**src/rtl/mem_access_pkg.sv**
```systemverilog
// mem_access_pkg: shared widths, size masks and FSM encodings for the
// memory-access stage.
//   MA_DATA_W / MA_REG_AW / MA_SEL_W : default data, reg-address, sel widths
//   SEL_BYTE / SEL_HALF / SEL_WORD   : size masks relative to lane 0
//   ST_IDLE / ST_WAIT                : RAM handshake FSM states
//   is_misaligned()                  : size/offset alignment rule
package mem_access_pkg;

    localparam int MA_DATA_W = 32;
    localparam int MA_REG_AW = 5;
    localparam int MA_SEL_W  = 4;

    localparam logic [3:0] SEL_BYTE = 4'b0001;
    localparam logic [3:0] SEL_HALF = 4'b0011;
    localparam logic [3:0] SEL_WORD = 4'b1111;

    localparam logic [0:0] ST_IDLE = 1'b0;
    localparam logic [0:0] ST_WAIT = 1'b1;

    // Halfwords need an even address, words a 4-byte aligned one; bytes
    // are always aligned.
    function automatic logic is_misaligned(input logic [3:0] sel,
                                           input logic [1:0] addr_lo);
        return ((sel == SEL_HALF) && addr_lo[0]) ||
               ((sel == SEL_WORD) && (addr_lo != 2'b00));
    endfunction

endpackage

```
**src/rtl/mem_access_load_align.sv**
```systemverilog
// mem_load_align: combinational load formatter.
//   rdata     in  raw word from the data RAM
//   addr      in  byte offset within the word
//   sel       in  access size mask (byte / half / word)
//   sign_ext  in  1 = sign-extend, 0 = zero-extend
//   load_data out lane-selected, right-justified, extended value
module mem_load_align
    import mem_access_pkg::*;
#(
    parameter int DATA_W = MA_DATA_W,
    parameter int SEL_W  = MA_SEL_W
) (
    input  logic [DATA_W-1:0] rdata,
    input  logic [1:0]        addr,
    input  logic [SEL_W-1:0]  sel,
    input  logic              sign_ext,
    output logic [DATA_W-1:0] load_data
);

    logic [DATA_W-1:0] shifted;

    always_comb begin
        // Move the addressed lane down to bit 0 before extending.
        shifted = rdata >> {addr, 3'b000};
        case (sel)
            SEL_BYTE: load_data = {{(DATA_W-8){sign_ext & shifted[7]}}, shifted[7:0]};
            SEL_HALF: load_data = {{(DATA_W-16){sign_ext & shifted[15]}}, shifted[15:0]};
            default:  load_data = rdata;
        endcase
    end

endmodule

```
**src/rtl/mem_access.sv**
```systemverilog
// mem_access: memory-access pipeline stage behind execute.
//   clk, rst (async, active-high), flush      : control
//   mem_read/write/sign_ext_flag, mem_sel      : memory op description
//   mem_write_data, ex_result                  : store data, ALU result / address
//   reg_write_en/addr, current_pc_addr         : forwarded from execute
//   stall_req, addr_err                        : pipeline hold, misalignment flag
//   ram_en/we/addr/wdata, ram_rdata/ready      : data-RAM request/ready handshake
//   wb_result, wb_reg_write_en/addr, wb_pc_addr: write-back outputs
module mem_access
    import mem_access_pkg::*;
#(
    parameter int DATA_W = MA_DATA_W,
    parameter int REG_AW = MA_REG_AW,
    parameter int SEL_W  = MA_SEL_W
) (
    input  logic              clk,
    input  logic              rst,
    input  logic              flush,
    input  logic              mem_read_flag,
    input  logic              mem_write_flag,
    input  logic              mem_sign_ext_flag,
    input  logic [SEL_W-1:0]  mem_sel,
    input  logic [DATA_W-1:0] mem_write_data,
    input  logic [DATA_W-1:0] ex_result,
    input  logic              reg_write_en,
    input  logic [REG_AW-1:0] reg_write_addr,
    input  logic [DATA_W-1:0] current_pc_addr,
    output logic              stall_req,
    output logic              addr_err,
    output logic              ram_en,
    output logic [SEL_W-1:0]  ram_we,
    output logic [DATA_W-1:0] ram_addr,
    output logic [DATA_W-1:0] ram_wdata,
    input  logic [DATA_W-1:0] ram_rdata,
    input  logic              ram_ready,
    output logic [DATA_W-1:0] wb_result,
    output logic              wb_reg_write_en,
    output logic [REG_AW-1:0] wb_reg_write_addr,
    output logic [DATA_W-1:0] wb_pc_addr
);

    // Store data replicated across every lane of its size, so the RAM only
    // needs the lane enables to place it.
    function automatic logic [DATA_W-1:0] replicate_store(input logic [DATA_W-1:0] d,
                                                          input logic [SEL_W-1:0]  s);
        case (s)
            SEL_BYTE: return {(DATA_W/8){d[7:0]}};
            SEL_HALF: return {(DATA_W/16){d[15:0]}};
            default:  return d;
        endcase
    endfunction

    logic              valid_q,     valid_d;
    logic              read_q,      read_d;
    logic              write_q,     write_d;
    logic              sext_q,      sext_d;
    logic [SEL_W-1:0]  sel_q,       sel_d;
    logic              reg_we_q,    reg_we_d;
    logic [DATA_W-1:0] wdata_q,     wdata_d;
    logic [DATA_W-1:0] addr_q,      addr_d;
    logic [REG_AW-1:0] reg_waddr_q, reg_waddr_d;
    logic [DATA_W-1:0] pc_q,        pc_d;
    logic [0:0]        state_q,     state_d;

    logic              in_wait;
    logic              ram_ack;
    logic              misaligned;
    logic              in_mem_ok;
    logic [SEL_W-1:0]  lane_mask;
    logic [DATA_W-1:0] load_data;

    assign in_wait    = (state_q == ST_WAIT);
    // A ready pulse only counts while a request is actually outstanding.
    assign ram_ack    = in_wait & ram_ready;
    assign stall_req  = in_wait & ~ram_ready;
    assign misaligned = valid_q & (read_q | write_q) & is_misaligned(sel_q, addr_q[1:0]);
    // Entering op needs the RAM: not flushed, a load/store, and aligned.
    assign in_mem_ok  = ~flush & (mem_read_flag | mem_write_flag)
                      & ~is_misaligned(mem_sel, ex_result[1:0]);
    assign lane_mask  = sel_q << addr_q[1:0];

    always_comb begin
        valid_d     = valid_q;
        read_d      = read_q;
        write_d     = write_q;
        sext_d      = sext_q;
        sel_d       = sel_q;
        reg_we_d    = reg_we_q;
        wdata_d     = wdata_q;
        addr_d      = addr_q;
        reg_waddr_d = reg_waddr_q;
        pc_d        = pc_q;
        if (!stall_req) begin
            valid_d     = ~flush;
            read_d      = mem_read_flag;
            write_d     = mem_write_flag;
            sext_d      = mem_sign_ext_flag;
            sel_d       = mem_sel;
            reg_we_d    = reg_write_en;
            wdata_d     = mem_write_data;
            addr_d      = ex_result;
            reg_waddr_d = reg_write_addr;
            pc_d        = current_pc_addr;
        end
        // Stay in WAIT while stalled; on any loading edge (including the
        // completing one) go to WAIT only if the new op needs the RAM, so
        // back-to-back accesses chain without an idle cycle.
        state_d = (stall_req | in_mem_ok) ? ST_WAIT : ST_IDLE;
    end

    // ---- stage register: control ----
    always_ff @(posedge clk or posedge rst) begin
        if (rst) begin
            state_q  <= ST_IDLE;
            valid_q  <= 1'b0;
            read_q   <= 1'b0;
            write_q  <= 1'b0;
            sext_q   <= 1'b0;
            sel_q    <= '0;
            reg_we_q <= 1'b0;
        end else begin
            state_q  <= state_d;
            valid_q  <= valid_d;
            read_q   <= read_d;
            write_q  <= write_d;
            sext_q   <= sext_d;
            sel_q    <= sel_d;
            reg_we_q <= reg_we_d;
        end
    end

    // ---- stage register: data (qualified by valid_q, no reset needed) ----
    always_ff @(posedge clk) begin
        wdata_q     <= wdata_d;
        addr_q      <= addr_d;
        reg_waddr_q <= reg_waddr_d;
        pc_q        <= pc_d;
    end

    mem_load_align #(
        .DATA_W (DATA_W),
        .SEL_W  (SEL_W)
    ) u_load_align (
        .rdata     (ram_rdata),
        .addr      (addr_q[1:0]),
        .sel       (sel_q),
        .sign_ext  (sext_q),
        .load_data (load_data)
    );

    // RAM request fields are driven from the frozen stage register, so they
    // hold steady for the whole WAIT period and read as zero otherwise.
    assign ram_en    = in_wait;
    assign ram_we    = (in_wait & write_q) ? lane_mask : '0;
    assign ram_addr  = in_wait ? {addr_q[DATA_W-1:2], 2'b00} : '0;
    assign ram_wdata = in_wait ? replicate_store(wdata_q, sel_q) : '0;

    assign addr_err          = misaligned;
    assign wb_result         = read_q ? load_data : addr_q;
    assign wb_reg_write_en   = valid_q & reg_we_q & ~write_q & ~misaligned & ~stall_req
                             & (~read_q | ram_ack);
    assign wb_reg_write_addr = reg_waddr_q;
    assign wb_pc_addr        = pc_q;

endmodule

```
**config.mk**
```make
export PLATFORM = sky130hd
export DESIGN_NAME = mem_access
export DESIGN_NICKNAME = d
export VERILOG_FILES = /design/src/rtl/mem_access_pkg.sv /design/src/rtl/mem_access_load_align.sv /design/src/rtl/mem_access.sv
export SDC_FILE = /design/constraint.sdc
export NUM_CORES = 1
export LEC_CHECK = 0
export ABC_AREA = 1
export CORE_AREA = 2 2 110 112
export CTS_BUF_LIST = sky130_fd_sc_hd__clkbuf_8 sky130_fd_sc_hd__clkbuf_16
export DETAILED_ROUTE_END_ITERATION = 8
export DIE_AREA = 0 0 112 114
export DONT_BUFFER_PORTS = 1
export PLACE_DENSITY_LB_ADDON = 0.08
export SKIP_CTS_REPAIR_TIMING = 1
export SYNTH_ARGS = -nofsm -noshare
export SYNTH_HDL_FRONTEND = slang
export SYNTH_SLANG_ARGS = --single-unit
```
**constraint.sdc**
```tcl
create_clock -name clk -period 3.8 [get_ports clk]
set_input_delay 0 -clock clk [delete_from_list [all_inputs] [get_ports clk]]
set_output_delay 0 -clock clk [all_outputs]
set_load 0.005 [all_outputs]
```
# [Word-level counts from Yosys, hierarchy flattened]
# Cells that the tools add are included.
# Widths: inputs -> output; s select.
[word_totals] register_bits=111 input_bits=145 output_inout_bits=141 word_cells=58
[classes] eq_ne=5 n_shift=2 mux=7 n_bitwise=25 n_reduce_logical=8
[ops] cell="$pmux 32 s2" count=2
[ops] cell="$mux 32" count=3
[ops] cell="$shr 32x5->16" count=1
[ops] cell="$and 1x1->1" count=14
[ops] cell="$eq 4x2->1 const B" count=2
[ops] cell="$eq 4x4->1 const B" count=2
[ops] cell="$not 1->1" count=7
[ops] cell="$eq 4x1->1 const B" count=1
[ops] cell="$logic_and 1x1->1" count=4
[ops] cell="$mux 4" count=1
[ops] cell="$or 1x1->1" count=4
[ops] cell="$reduce_bool 2->1" count=2
[ops] cell="$shl 4x2->4" count=1
[ops] cell="$logic_or 1x1->1" count=2
[ops] cell="$mux 1" count=1

# [Longest topological paths before layout]
# Gate-level depths: netlist of the first run.
[depth] ltp_word=8 ltp_mapped=10 depth_no_buf=9

# [Modules after synthesis]
# A second synthesis of the first run with hierarchy kept.
[unflattened] hier_cells=665 area_unflattened_um2=5779.3
[by_module_without_submodules] module="mem_access" n_inst=1 cells_each=490 area_per_inst_um2=4869.7
[by_module_without_submodules] module="mem_load_align" n_inst=1 cells_each=175 area_per_inst_um2=909.6

# [Worst setup path after synthesis of the first run]
# OpenSTA, ideal clock, no wires.
[synth_timing] kind="reg2reg" from="register state_q, in the netlist ram_en" to="register addr_q[0] (enable)" setup_time_ns=0.417 t_arrival_ns=2.169 slack_ns=1.214 stages_incl_launch_ff=6 path_buffers=2 synth_period_minus_slack_ns=2.586 cell_sequence="dfrtp_1 -> buf_2 -> inv_1 -> nor2_4 -> inv_1 -> buf_2"
[synth_between] elab_chain_cells=1
[synth_lines] item="start: declaration" line_no="mem_access.sv:63" source="logic [0:0] state_q, state_d;"
[synth_lines] item="start signal: assignment" line_no="mem_access.sv:122" source="state_q <= state_d;"
[synth_lines] item="$and 1x1->1" line_no="mem_access.sv:75" source="assign stall_req = in_wait & ~ram_ready;"
[synth_lines] item="net stall_req" line_no="mem_access.sv:28" source="output logic stall_req,"
[synth_lines] item="end signal: assignment" line_no="mem_access.sv:135" source="addr_q <= addr_d;"
[synth_lines] item="end: declaration" line_no="mem_access.sv:60" source="logic [DATA_W-1:0] addr_q, addr_d;"
# The timed path passes the listed nets, and every way through them passes these cells.
# A chain may end at the register's enable or synchronous reset.

# [Worst setup path after layout of the first run]
[layout_timing] from="register addr_q[1]" to="output port wb_result[6]"
[layout_between] elab_chain_cells=3
[layout_lines] item="$shr 32x5->16" line_no="mem_access_load_align.sv:24" source="shifted = rdata >> {addr, 3'b000};"
[layout_lines] item="$pmux 32 s2" line_no="mem_access_load_align.sv:25" source="case (sel)"
[layout_lines] item="$mux 32" line_no="mem_access.sv:159" source="assign wb_result = read_q ? load_data : addr_q;"
[layout_lines] item="end: declaration" line_no="mem_access.sv:36" source="output logic [DATA_W-1:0] wb_result,"
# Every way passes these cells.

==> results.md, run 1 <==
* Global-route wire length before repair at 22900 microns
* DRC at 0
* Hpwl dp at 11500 microns
* Grt met2 use at 0.408
* Critical path depth at 6
* Initial antenna violation count at 0
* Routability congestion estimate at 0.877
* Worst-path clk slew at 80 ps
* RSZ-0062 raised after global routing: false
* R2R Setup Slk at 1790 ps
* Hold_ws at -44.0 ps
* Final setup TNS at 0 ps
* Wirelength, routed at 16900 microns
* Largest net degree at the start of global routing at 66
* Crit path launch: addr_q[1]
* Area of the core at 11700 sq um
* GR peak layer: met2
* Max Cap Violations at 0
* Worst skew pair latency at 360 ps
* Total Routing Usage GR at 0.240
* Total die area at 12800 sq um
* WP data required at 3800 ps
* GRT overflow at 0
* R2r startpoint: ram_en
* Final Util at 0.608
* TritonCTS clock tree: yes
* Crit path DAT at 2550 ps
* Sequential area share after synthesis at 0.587
* CP Capture Point: wb_result[6]
* Yosys top cell by area: edfxtp_1
* TritonCTS Buffers at 9
* Reg2reg end: addr_q[25]
* Synth Register Bits at 111
* Combinational Power Share at 0.175
* Clk network pwr share at 0.324
* Vias in the first global route at 3969
* DR iter-0 viols at 388
* FILL cells at 961
* # diodes at 0
* Leak Pwr at 0.00319 uW
* Syn Area/Cell at 9.15 sq um
* Worst hold path class: input port to register
* Netlist Area Pre-Place at 5590 sq um
* Layout cells sized above 1 at 0.0948
* Clk sink count at 111
* Worst IR Drop VDD at 0.392 mV
* Fin crit period at 2550 ps
* Switching part of the total at 0.299
* R2R cell count at 4
* Post-synth top area share at 0.543
* Slowest stage delay, CP at 700 ps
* Depth of the CTS H-tree at 3
* Die Y at 114 microns
* Power Dens Cells at 428 nW/um^2
* Worst setup margin at 1250 ps
* Crit path buffers/inverters at 1
* Final Slew Violations at 0
* Final net count at 857
* Critical path's slowest cell: edfxtp_1
* Post-synthesis cell count at 611
* Met1 global-route usage at 0.285
* Standard-cell rows at 40
* Pre-CTS setup slack at 1690 ps
* Via-to-Cell Ratio at 5.43
* Post-synth cell types at 32
* Sequential power share at 0.501
* Failing checks: hold timing
* # IOs at 286
* Period utilization at 0.670
* Setup violations, final at 0
* Die width at 112 microns
* Crit path top cell by count: nand2_1
* Largest buffer count on any clock path at 2
* Vias at 4693
* Cell family with most CP delay: flip-flops
* Worst path cell trace: inv_1 -> nand2_1 -> o21ai_0 -> nand2_1 -> nand2_1 -> nand2_1
* Yosys Warn Count at 0
* Crit Path Max Fanout at 19
* Least-Margin Pin Slew at 885 ps
* Critical Path Sink Type: primary output
* Worst Clk Skew at 5.51 ps
* CP Class: register to primary output
* WL/cell at 19.6 microns
* IO buf count at 0
* First-pass DRT Iterations at 5
* Initial core utilization at 0.477
* Status: complete, but fails checks
* Setup crit start kind: register
* Final Hold Viols at 1
* Syn-to-layout area delta at 27.4%
* P_int at 2140 uW
* GR Layer Usage met3 at 0.0871
* Detail Route Antenna Nets at 0
* NetSw at 911 uW
* Root buffer cell: clkbuf_16
* Synth top area cells: edfxtp_1, nand2_1, inv_1, dfrtp_1, nor2_1
* Worst rel slew slack at 0.410
* Fmax at 393 MHz
==> flip-flops by register name (all words and copies together), names as in the netlist <==
register	count
addr_q	32
wb_pc_addr	32
wdata_q	32
wb_reg_write_addr	5
sel_q	4
ram_en	1
read_q	1
reg_we_q	1
sext_q	1
valid_q	1
write_q	1
==> power groups by stage <==
stage	Clock, uW	Combinational (uW)	Sequential (uW)
finish	986	533	1530
global route	1050	594	1540
CTS	1010	433	1530
detailed placement	0	431	1550
global placement	0	430	1550
floorplan	0	351	1520
==> stage by stage <==
step                      power, uW  std cells  area, sq um
after floorplan                1870        612         5590
after global placement         1980        734         5660
after detailed placement       1980        734         5660
after CTS                      2970        750         5980
after global routing           3190        864         7120
final                          3050        864         7120
==> layout make-up <==
cell class	instances	area, sq um	area share
multi-input combinational	379	1810	0.254
inverter	92	348	0.0488
timing repair buffer	119	1180	0.165
tap	147	184	0.0258
sequential	111	3280	0.461
clock buffer	9	225	0.0316
clock inverter	7	95.1	0.0133
==> cell usage in the layout, fill, tap and decap left out, types with 2 or more instances in the layout <==
cell type	Yosys	routed
nor2_1	54	54
inv_1	87	86
o21ai_1	4	4
inv_2	4	4
nand3_2	14	14
nand2_2	2	2
nor2_4	3	3
nand3_1	38	38
clkinv_8	0	3
conb_1	1	2
dlygate4sd3_1	0	114
or2_2	18	18
buf_4	4	5
a21oi_1	40	40
o211ai_1	8	8
o21ai_0	25	25
edfxtp_1	101	101
inv_8	0	2
clkbuf_16	0	9
nand2_1	157	157
dfrtp_1	10	9
nor3_1	5	5
==> cells by family (layout without fill, tap and decap cells) <==
kind of cell	count (synthesis)	count (layout)	share of synthesized area
compound gates	80	80	0.0763
buf+inv	122	227	0.0898
flops	111	111	0.587
other cells	1	2	0.000671
simple gates	297	297	0.246
==> cell usage after synthesis (all sizes together) <==
cell    count
nand2     161
edfxtp    101
inv        91
nor2       58
nand3      53
a21oi      40
o21ai      29
buf        21
or2        18
dfrtp      10
clkbuf      9
o211ai      8
nor3        5
a211oi      1
and2        1
clkinv      1
conb        1
nand4       1
o21bai      1
o22ai       1
==> worst min-delay path by stage <==
stage / start / to / slack [ps] / cells after the start
after global routing: ex_result[0] / ram_en / 5 / 3
final: ex_result[0] / ram_en / -40 / 3
after global placement: rst / valid_q / -120 / 1
after CTS: rst / sext_q / -510 / 1
after floorplan: rst / ram_en / -160 / 1
after detailed placement: rst / valid_q / -110 / 1
==> worst register-to-register path: cells and delay by family (launching register included) <==
kind / cells / cell delay [ps]
buf+inv: 3 / 1180
simple gates: 1 / 80
flops: 1 / 400
==> routing by layer <==
layer | share of wire | up-vias
met5 | 0 | -
met4 | 0.021 | 0
met3 | 0.092 | 28
met2 | 0.53 | 259
met1 | 0.36 | 2227
li1 | - | 2179
Note: power is estimated with default switching activity, not from simulation.
==> inputs of run 2 (changes only) <==
Settings changed: ABC_AREA 1 to 0, CORE_AREA 2 2 110 112 to 2 2 112 114, DIE_AREA 0 0 112 114 to 0 0 114 116.
Clock period 3.8 ns to 2 ns, I/O delays scaled along.
==> results.md, run 2 <==
* Post-synth cell types at 52
* # diodes at 0
* Status: complete, but fails checks
* Synth Register Bits at 111
* Die Y at 116 microns
* Via-to-Cell Ratio at 5.70
* Fin crit period at 2040 ps
* Final Slew Violations at 0
* Post-synth top cells: edfxtp_1, nand2_1, and2_1, clkbuf_1, mux2i_1
* Fmax at 491 MHz
* Global-route wire length before repair at 20300 microns
* Post-synth EDFFs at 101
* Layout cells sized above 1 at 0.154
* Area of the core at 11900 sq um
* Detail Route Antenna Nets at 0
* Synth top area cells: edfxtp_1, dfrtp_1, and2_1, mux2i_1, nand2_1
* Syn-to-layout area delta at 34.3%
* Yosys Warn Count at 0
* Critical path's slowest cell: edfxtp_1
* Critical path depth at 5
* Worst hold path class: input port to async pin
* Largest net degree at the start of global routing at 67
* Sequential area share after synthesis at 0.611
* Crit path launch: addr_q[0]
* GRT overflow at 0
* Standard-cell rows at 40
* Vias at 3976
* Final net count at 691
* WL/cell at 22.1 microns
* Crit Path Max Fanout at 15
* DR iter-0 viols at 187
* First-pass DRT Iterations at 4
* Crit path buffers/inverters at 1
* Depth of the CTS H-tree at 3
* Die width at 114 microns
* Worst skew pair latency at 350 ps
* Commonest non-fill, non-tap cell in the layout: dlygate4sd3_1
* R2r startpoint: ram_en
* Sequential power share at 0.500
* Cell family with most CP delay: multiplexers
* Initial core utilization at 0.451
* R2R cell count at 4
* RSZ-0062 raised after global routing: true
* Least-Margin Pin Slew at 600 ps
* Worst rel slew slack at 0.600
* Reg area at 3290 sq um
* Final Hold Viols at 0
* Area of the multi-input gates at 2030 sq um
* DRC at 0
* Syn Area/Cell at 12.4 sq um
* P_int at 4170 uW
* Switching part of the total at 0.278
* Post-synth top area share at 0.564
* Hold_ws at 61.8 ps
* Leak Pwr at 0.00287 uW
* Power Dens Cells at 799 nW/um^2
* NetSw at 1600 uW
* Most frequent cells in the layout: dlygate4sd3_1, edfxtp_1, nand2_1
* Worst IR Drop VDD at 0.701 mV
* Asr flop ratio synth at 0.0901
* Post-placement cell count at 566
* Filler-free cell count of the finished design at 698
* TritonCTS Buffers at 9
* Crit path DAT at 2040 ps
* Routability congestion estimate at 0.908
* Worst setup margin at -35.6 ps
* Hpwl dp at 10700 microns
* Critical Path Sink Type: primary output
* FILL cells at 1021
* Worst Clk Skew at 5.13 ps
* Failing checks: setup timing
* Largest buffer count on any clock path at 2
* Total die area at 13200 sq um
* Total Routing Usage GR at 0.207
* Final setup TNS at -391 ps
* CP Class: register to primary output
* Max Cap Violations at 0
* IO buf count at 0
* Setup violations, final at 16
* TritonCTS clock tree: yes
* Worst path cell trace: mux2i_2 -> mux4_2 -> nor2_4 -> buf_12 -> a211o_4
* Period utilization at 1.02
* Final Util at 0.606
* Post-synthesis cell count at 435
* Clk sink count at 111
* Main synth FF type: edfxtp_1
* Yosys top cell by area: edfxtp_1
* Vias in the first global route at 3463
* Most common cell in the netlist: edfxtp_1
* Initial antenna violation count at 0
* Root buffer cell: clkbuf_16
* WP data required at 2000 ps
* Combinational Power Share at 0.184
* Netlist Area Pre-Place at 5380 sq um
* Worst-path clk slew at 80 ps
* Slowest stage delay, CP at 550 ps
* # IOs at 286
* Setup crit start kind: register
* Wirelength, routed at 15400 microns
* Clk network pwr share at 0.316
-- run 2: cell types whose count changed after synthesis, moves of 19 or more --
| cell | before | now |
|---|---|---|
| a21oi_1 | 40 | 11 |
| nor2_1 | 54 | 16 |
| nand3_1 | 38 | 3 |
| and2_1 | 1 | 39 |
| nand2_1 | 157 | 52 |
| mux2i_1 | 0 | 21 |
| inv_1 | 87 | 9 |
| and3_1 | 0 | 19 |
-- run 2: power groups by stage --
| stage | clock [uW] | combinational, uW | sequential (uW) |
|---|---|---|---|
| global route | 1950 | 1150 | 2910 |
| detailed placement | 0 | 813 | 2940 |
| floorplan | 0 | 620 | 2890 |
| finish | 1820 | 1060 | 2890 |
| global placement | 0 | 808 | 2930 |
| CTS | 1870 | 815 | 2890 |
-- run 2: metrics by stage --
stage	total power (uW)	setup WS [ps]	instance area, sq um
finish	5770	-35.6	7220
global route	6010	-98.3	7220
CTS	5570	-208	5900
detailed placement	3750	190	5590
global placement	3740	229	5590
floorplan	3510	192	5390
-- run 2: cell type report --
type / instances / area share
sequential: 111 / 0.455
inverter: 10 / 0.00520
clock buffer: 9 / 0.0312
tap: 147 / 0.0255
clock inverter: 7 / 0.0123
multi-input combinational: 279 / 0.281
timing repair buffer: 135 / 0.190
-- run 2: path summary, 6_finish.rpt --
check / endpoint / slack [ps]
worst min-delay path: ram_en / 60
worst max-delay path: wb_result[23] / -40
max in group asynchronous: sel_q[0] / 1650
worst max register to register: ram_en / 120
min in group clk: wb_result[7] / 140
worst min register to register: reg_we_q / 510
-- run 2: per-layer routing --
layer | global-route usage | share of wire | vias up
met4 | 0.0512 | 0.011 | 0
met3 | 0.0863 | 0.082 | 17
li1 | - | - | 1836
met2 | 0.362 | 0.52 | 184
met1 | 0.237 | 0.38 | 1939
met5 | 0 | 0 | -
-- run 2: cells by family after synthesis --
logic type             synth area share
buffers and inverters            0.0412
other                          0.000697
XOR/XNOR                        0.00163
AO/OA/AOI/OAI                     0.142
flip-flops                        0.611
AND/OR/NAND/NOR                   0.141
multiplexers                     0.0621
==> inputs of run 3 (changes only) <==
Settings changed: ABC_AREA 0 to 1, SETUP_SLACK_MARGIN set to 0.5, SYNTH_HIERARCHICAL set to 1.
==> results.md, run 3 <==
* Yosys top cell by area: edfxtp_1
* Syn-to-layout area delta at 42.2%
* Total Routing Usage GR at 0.238
* Depth of the CTS H-tree at 3
* Status: complete, but fails checks
* Die width at 114 microns
* RSZ-0062 raised after global routing: true
* Post-placement cell count at 796
* WL/cell at 20.8 microns
* Synth top area cells: edfxtp_1, nand2_1, inv_1, dfrtp_1, nand3_1
* Final Hold Viols at 1
* Setup crit start kind: register
* Main synth FF type: edfxtp_1
* Via-to-Cell Ratio at 5.53
* DR iter-0 viols at 495
* Crit path DAT at 1830 ps
* Period utilization at 0.915
* Post-synthesis cell count at 665
* Standard-cell rows at 40
* Largest net degree at the start of global routing at 49
* Sequential area share after synthesis at 0.568
* # diodes at 0
* Layout cells sized above 1 at 0.237
* GRT overflow at 0
* Worst hold path class: input port to register
* Root buffer cell: clkbuf_16
* Critical Path Sink Type: primary output
* Post-synth top cells: nand2_1, edfxtp_1, inv_1, nor2_1, nand3_1
* Filler-free cell count of the finished design at 956
* Post-synth top area share at 0.525
* Pre-CTS setup slack at 322 ps
* Initial antenna violation count at 0
* Final net count at 949
* Fin crit period at 1830 ps
* Power Dens Cells at 751 nW/um^2
* Netlist Area Pre-Place at 5780 sq um
* Post-synth cell types at 31
* Power Total at 6170 uW
* First-pass DRT Iterations at 9
* Most common cell in the netlist: nand2_1
* Setup violations, final at 0
* Worst skew pair latency at 360 ps
* CP Class: register to primary output
* Yosys Warn Count at 6
* Vias in the first global route at 4230
* Synth Register Bits at 111
* Detail Route Antenna Nets at 0
* DRC at 0
* # IOs at 286
* WP data required at 2000 ps
* Failing checks: hold timing
* Largest buffer count on any clock path at 2
* Fmax at 547 MHz
* Worst Clk Skew at 8.20 ps
* Initial core utilization at 0.485
* Routability congestion estimate at 0.870
* Max Cap Violations at 0
* Final Slew Violations at 0
* Syn Area/Cell at 8.69 sq um
* TritonCTS Buffers at 9
* Global-route wire length before repair at 23600 microns
* Post-synth EDFFs at 101
* IO buf count at 0
* Total die area at 13200 sq um
* Crit Path Max Fanout at 7
* Clk sink count at 111
* Hpwl dp at 12300 microns
* Commonest non-fill, non-tap cell in the layout: nand2_1
* Final Util at 0.690
* Worst setup margin at 171 ps
* TritonCTS clock tree: yes
* Worst IR Drop VDD at 0.592 mV
* Asr flop ratio synth at 0.0901
* Vias at 5288
* Most frequent cells in the layout: nand2_1, dlygate4sd3_1, edfxtp_1
* Leak Pwr at 0.00383 uW
* Wirelength, routed at 19900 microns
* Hold_ws at -72.9 ps
* Die Y at 116 microns
* Area of the core at 11900 sq um
* Worst-path clk slew at 80 ps
run 3: where the power goes:
part,internal (uW),total (uW),switching [uW]
clock network,884,1820,932
logic,586,1440,856
registers,2760,2920,157
run 3: path summary, 6_finish.rpt:
kind                                from                   end  slack [ps]  cells past startpoint
hold / removal             mem_read_flag                ram_en         -70                      4
setup reg to reg                  ram_en  wb_reg_write_addr[0]         500                      4
max in group asynchronous            rst              sel_q[2]        1630                      2
setup / recovery               addr_q[0]         wb_result[24]         170                      9
hold reg to reg                 reg_we_q              reg_we_q         480                      2
min in group asynchronous            rst               write_q          60                      2
run 3: cell type report:
cell class                      count  area (sq um)
Multi-Input combinational cell    434          2360
Fill cell                         909          3690
Timing Repair inverter              2          21.3
Timing Repair Buffer              153          1670
Sequential cell                   111          3290
Clock buffer                        9           225
Inverter                           93           390
Clock inverter                      7          75.1
Tap cell                          147           184
run 3: per-layer routing:
layer,up-vias,GRT usage,part of all wire
li1,2405,-,-
met1,2516,0.297,0.37
met2,317,0.379,0.51
met3,50,0.0737,0.092
met4,0,0.120,0.030
met5,-,0,0
run 3: cells by family after synthesis:
logic type	count (synthesis)	synth area share
and+or+nand+nor	360	0.274
other	1	0.000649
buffers and inverters	125	0.0970
DFF	111	0.568
AOI/OAI and AO/OA	68	0.0606
run 3: metrics by stage:
| step | instance area [sq um] | setup TNS [ps] |
|---|---|---|
| finish | 8220 | 0 |
| global route | 8220 | 0 |
| CTS | 6220 | -187 |
| detailed placement | 5920 | 0 |
| global placement | 5920 | 0 |
| floorplan | 5800 | 0 |
run 3: worst max-delay path, stage by stage (launching register included):
cell	delay [ps]
edfxtp_1	530
buf_12	210
nor2_8	80
nand2_2	50
nand2_2	80
nand3_4	120
clkbuf_16	200
nand3_2	60
nand2_1	60
nand2_1	90
